`src/rtl/logic_fold_unit.sv`:
```
// logic_fold_unit: applies a per-beat bitwise op to (va, vb) and folds the beats of
// a packet into one result, presented with a valid/ready handshake.
module logic_fold_unit #(
  parameter int WIDTH = 4,
  parameter int CNT_W = 4
) (
  input  logic             clk,
  input  logic             rst_n,
  input  logic             in_valid,
  output logic             in_ready,
  input  logic             in_last,
  input  logic [2:0]       op,
  input  logic [1:0]       fold,
  input  logic [WIDTH-1:0] va,
  input  logic [WIDTH-1:0] vb,
  output logic             out_valid,
  input  logic             out_ready,
  output logic [WIDTH-1:0] vy,
  output logic             y,
  output logic [CNT_W-1:0] beats
);

  typedef enum logic [1:0] {IDLE = 2'b00, ACC = 2'b01, OUT = 2'b10} state_t;

  localparam logic [CNT_W-1:0] CNT_MAX = {CNT_W{1'b1}};

  state_t           state_r, state_s;
  logic [WIDTH-1:0] acc_r, acc_s, vy_r, vy_s, f_s;
  logic [CNT_W-1:0] cnt_r, cnt_s, beats_r, beats_s;
  logic [1:0]       fold_r, fold_s;
  logic             out_valid_r, y_r;
  logic             start_s, cont_s;

  function automatic logic [WIDTH-1:0] beat_op(input logic [2:0] o,
                                               input logic [WIDTH-1:0] a,
                                               input logic [WIDTH-1:0] b);
    case (o)
      3'b000:  beat_op = a & b;
      3'b001:  beat_op = a | b;
      3'b010:  beat_op = a ^ b;
      3'b011:  beat_op = ~(a & b);
      3'b100:  beat_op = ~(a | b);
      3'b101:  beat_op = ~(a ^ b);
      3'b110:  beat_op = a & ~b;
      default: beat_op = a;
    endcase
  endfunction

  function automatic logic [WIDTH-1:0] fold_op(input logic [1:0] fo,
                                               input logic [WIDTH-1:0] acc,
                                               input logic [WIDTH-1:0] x);
    case (fo)
      2'b00:   fold_op = acc & x;
      2'b01:   fold_op = acc | x;
      2'b10:   fold_op = acc ^ x;
      default: fold_op = x;
    endcase
  endfunction

  assign f_s      = beat_op(op, va, vb);
  // A held result only makes room for a new beat when the consumer takes it.
  assign in_ready = (state_r == OUT) ? out_ready : 1'b1;

  // Next-state: classify the beat as packet start or continuation, then update.
  always_comb begin
    state_s = state_r;
    acc_s   = acc_r;
    cnt_s   = cnt_r;
    fold_s  = fold_r;
    vy_s    = vy_r;
    beats_s = beats_r;
    start_s = 1'b0;
    cont_s  = 1'b0;
    case (state_r)
      IDLE: begin
        if (in_valid) start_s = 1'b1;
        else          start_s = 1'b0;
      end
      ACC: begin
        if (in_valid) cont_s = 1'b1;
        else          cont_s = 1'b0;
      end
      OUT: begin
        if (out_ready && in_valid) start_s = 1'b1;
        else if (out_ready)        state_s = IDLE;
        else                       state_s = OUT;
      end
      default: state_s = IDLE;
    endcase
    if (start_s) begin
      acc_s  = f_s;
      cnt_s  = CNT_W'(1'b1);
      fold_s = fold;
    end else if (cont_s) begin
      acc_s  = fold_op(fold_r, acc_r, f_s);
      cnt_s  = (cnt_r == CNT_MAX) ? cnt_r : cnt_r + CNT_W'(1'b1);
      fold_s = fold_r;
    end else begin
      acc_s  = acc_r;
      cnt_s  = cnt_r;
      fold_s = fold_r;
    end
    if (start_s || cont_s) begin
      if (in_last) begin
        vy_s    = acc_s;
        beats_s = cnt_s;
        state_s = OUT;
      end else begin
        state_s = ACC;
      end
    end else begin
      vy_s    = vy_r;
      beats_s = beats_r;
    end
  end

  // State, accumulator and registered output stage.
  always_ff @(posedge clk or negedge rst_n) begin
    if (!rst_n) begin
      state_r     <= IDLE;
      acc_r       <= {WIDTH{1'b0}};
      cnt_r       <= {CNT_W{1'b0}};
      fold_r      <= 2'b00;
      vy_r        <= {WIDTH{1'b0}};
      beats_r     <= {CNT_W{1'b0}};
      out_valid_r <= 1'b0;
      y_r         <= 1'b0;
    end else begin
      state_r     <= state_s;
      acc_r       <= acc_s;
      cnt_r       <= cnt_s;
      fold_r      <= fold_s;
      vy_r        <= vy_s;
      beats_r     <= beats_s;
      out_valid_r <= (state_s == OUT);
      y_r         <= &vy_s;
    end
  end

  assign vy        = vy_r;
  assign y         = y_r;
  assign beats     = beats_r;
  assign out_valid = out_valid_r;

endmodule

```
`config.mk`:
```
export PLATFORM = sky130hd
export DESIGN_NAME = logic_fold_unit
export DESIGN_NICKNAME = d
export VERILOG_FILES = /design/src/rtl/logic_fold_unit.sv
export SDC_FILE = /design/constraint.sdc
export NUM_CORES = 1
export LEC_CHECK = 0
export CAP_MARGIN = 20
export CORE_UTILIZATION = 45
export CTS_CLUSTER_DIAMETER = 120
export CTS_CLUSTER_SIZE = 16
export DETAILED_ROUTE_END_ITERATION = 12
export PLACE_DENSITY = 0.72
export SLEW_MARGIN = 20
export SYNTH_ARGS = -nofsm -noshare
export SYNTH_HDL_FRONTEND = slang
export SYNTH_SLANG_ARGS = --single-unit
```
`constraint.sdc`:
```
create_clock -name clk -period 2 [get_ports clk]
set_clock_uncertainty 0.15 [all_clocks]
set_input_delay 0.2 -clock clk [delete_from_list [all_inputs] [get_ports clk]]
set_output_delay 0.2 -clock clk [all_outputs]
set_load 0.005 [all_outputs]
```
==> reports/metrics.csv <==
metric,value,unit
status,"complete, but fails checks",
violations,negative setup slack,
setup_violations,9,
postLayoutSetupSlackWorst,-0.5603,ns
ys_seq_area_frac,0.3092,
fin_crit,2.560,ns
clock_path_buffers,2,
core,3716,um2
cts_buffers,3,
finalPower,2.391,mW
dp_cells,303,
overflow,0,
rows,22,
relSlewSlack,0.7167,
grt_usage,0.2325,
numClockSinks,22,
io_pins,29,
clk_latency,0.26,ns
first_pass_iters,4,
vias_per_cell,5.419,
fillers,272,
ir_worst_vdd,351.5,uV
gp_congestion,0.8958,
initial_core_util,0.4791,
layout.nets,309,
hold_buffers,0,
r2r_slack,-0.12,ns
crit_type,input pin to flop,
die_h,64.90,um
wl_per_cell,14.82,um
dr_total_vias,1734,
syn_inst,198,
path_clk_slew,0.08,ns
synth_edf_count,0,
detail_route.drc_violations,0,
cp-end-kind,flop,
cts_root_buf,clkbuf_8,
h-tree-depth,1,
critPathLaunchType,input pin,
worstMarginPinSlew,0.4249,ns
ys_ff_latch,22,
num_antenna_cells,0,
synth.avg_cell_area,8.992,um2
cts_tree,built,
report.final.slew_viol_count,0,
postRouteAntennaNets,0,
first_iter_violations,91,
grt_setup_unrepaired,true,
crit_arrival,2.61,ns
area_growth,55.52,%
post-route-util,0.7451,
regArea,550.5,um2
critical_path.max_fanout,3,
r2r-end,y,
fin_crit_sh,1.280,
synth.distinct_cells,50,
finalHoldViolations,0,
antenna_found_initial,0,
hold_class,input pin to async pin,
yosysWarnings,0,
drive_above_1_share,0.4191,
async_reset_ff_frac,1.000,
fmax,390.6,MHz
grt_pass1_vias,1817,
synth_nets,234,
grt_max_degree,23,
leakagePower,1.257,nW
synth_ff_type,dfrtp_1,
final_cell_area,2769,um2
die-area,4212,um2
wl,4.741,mm
synth_area,1780,um2
io_buffers,28,
maxCapViolations,0,
hpwl,3.316,mm
crit-reg2reg-launch,fold_r[0],
grt_pass1_wl,7.576,mm
r2r_cells,6,
fin_cells,320,
critical_path_required,2.05,ns
die_x,64.90,um
multi_input_area,1276,um2
dp_slack,-1.237,ns
place_area,2532,um2
power.density,863.4,nW/um2
[state kept, by name, indices dropped and copies added (netlist names)]
name,count
vy,4
fold_r,2
cnt_r,4
beats,4
y,1
out_valid,1
acc_r,4
state_r,2
[worst max path at each step]
stage | endpoint | slack [ns] | startpoint
CTS | y | -0.53 | vb[2]
detailed placement | y | -1.24 | va[0]
finish | y | -0.56 | vb[2]
floorplan | y | -0.45 | vb[0]
global route | y | -0.68 | vb[2]
global placement | y | -1.13 | va[0]
[cells in the final DEF (no fill, tap or decap), drive strengths merged, types with 7 or more instances in the layout]
cell           netlist  final
nand2b               7      7
a21oi               10     10
dfrtp               22     22
nand2               23     23
inv                 18     18
o21ai                9      9
nor2                20     20
ha                  18     18
clkdlybuf4s50        0     17
buf                  7     62
[layout make-up]
cell class	count	area share
clock buffers	4	0.01988
inverters	18	0.04338
multi-input cells	148	0.4609
flip-flops and latches	22	0.1988
well taps	48	0.02169
repair buffers	80	0.2553
[logic make-up (layout without fill, tap and decap cells)]
family | Yosys count | in the layout | synth area share
XOR/XNOR | 2 | 2 | 0.009840
flip-flops | 22 | 22 | 0.3092
buffers and inverters | 28 | 102 | 0.07941
AO/OA/AOI/OAI | 39 | 39 | 0.1658
multiplexers | 11 | 11 | 0.08151
AND/OR/NAND/NOR | 78 | 78 | 0.2277
adder cells (fa/ha/maj) | 18 | 18 | 0.1265
[stage by stage]
stage	hold slack, ns	setup TNS (ns)
floorplan	-0.2456	-1.486
global placement	0.3137	-8.149
detailed placement	0.3116	-8.831
CTS	0.1421	-2.403
global route	0.1684	-3.500
finish	0.1402	-2.625
[cells in the mapped netlist (4+ instances only)]
cell | instances | share of area
dfrtp_1 | 22 | 0.31
buf_6 | 4 | 0.025
a21oi_1 | 10 | 0.028
o21ai_0 | 8 | 0.022
inv_1 | 17 | 0.036
nand2b_1 | 7 | 0.025
mux2i_1 | 4 | 0.022
nor2_1 | 20 | 0.042
nand3_1 | 4 | 0.011
a31oi_1 | 4 | 0.014
ha_1 | 18 | 0.13
nand2_1 | 23 | 0.048
[report_power, final]
| group | internal (mW) | switching [mW] |
|---|---|---|
| sequential | 0.601 | 0.153 |
| combinational | 0.726 | 0.591 |
| clock | 0.175 | 0.144 |
| total | 1.50 | 0.888 |
[layer usage]
metal  wire length, um  up-vias  GRT usage
li1                  -      829          -
met5                 0        -          0
met4               110        0     0.1167
met1              1832      836     0.2426
met2              2621       57     0.4505
met3               177       12    0.02465
[worst max-delay path, stage by stage]
cell       delay (ns)
buf_12           0.09
inv_12           0.03
ha_4             0.23
and3_4           0.15
a2111oi_4        0.33
a21oi_2          0.06
and2_4           0.15
ha_4             0.14
nand2b_4         0.13
o211ai_1         0.23
nand2_1          0.11
a311oi_2         0.36
mux2_4           0.23
and4_1           0.17
[repair_timing]
item	in CTS	in global routing
cloned	1	0
endpoints found under the setup margin	9	9
buffers inserted	11	3
pin swaps	28	13
gates resized for setup	64	12
Power figures use the tool's default switching activity.
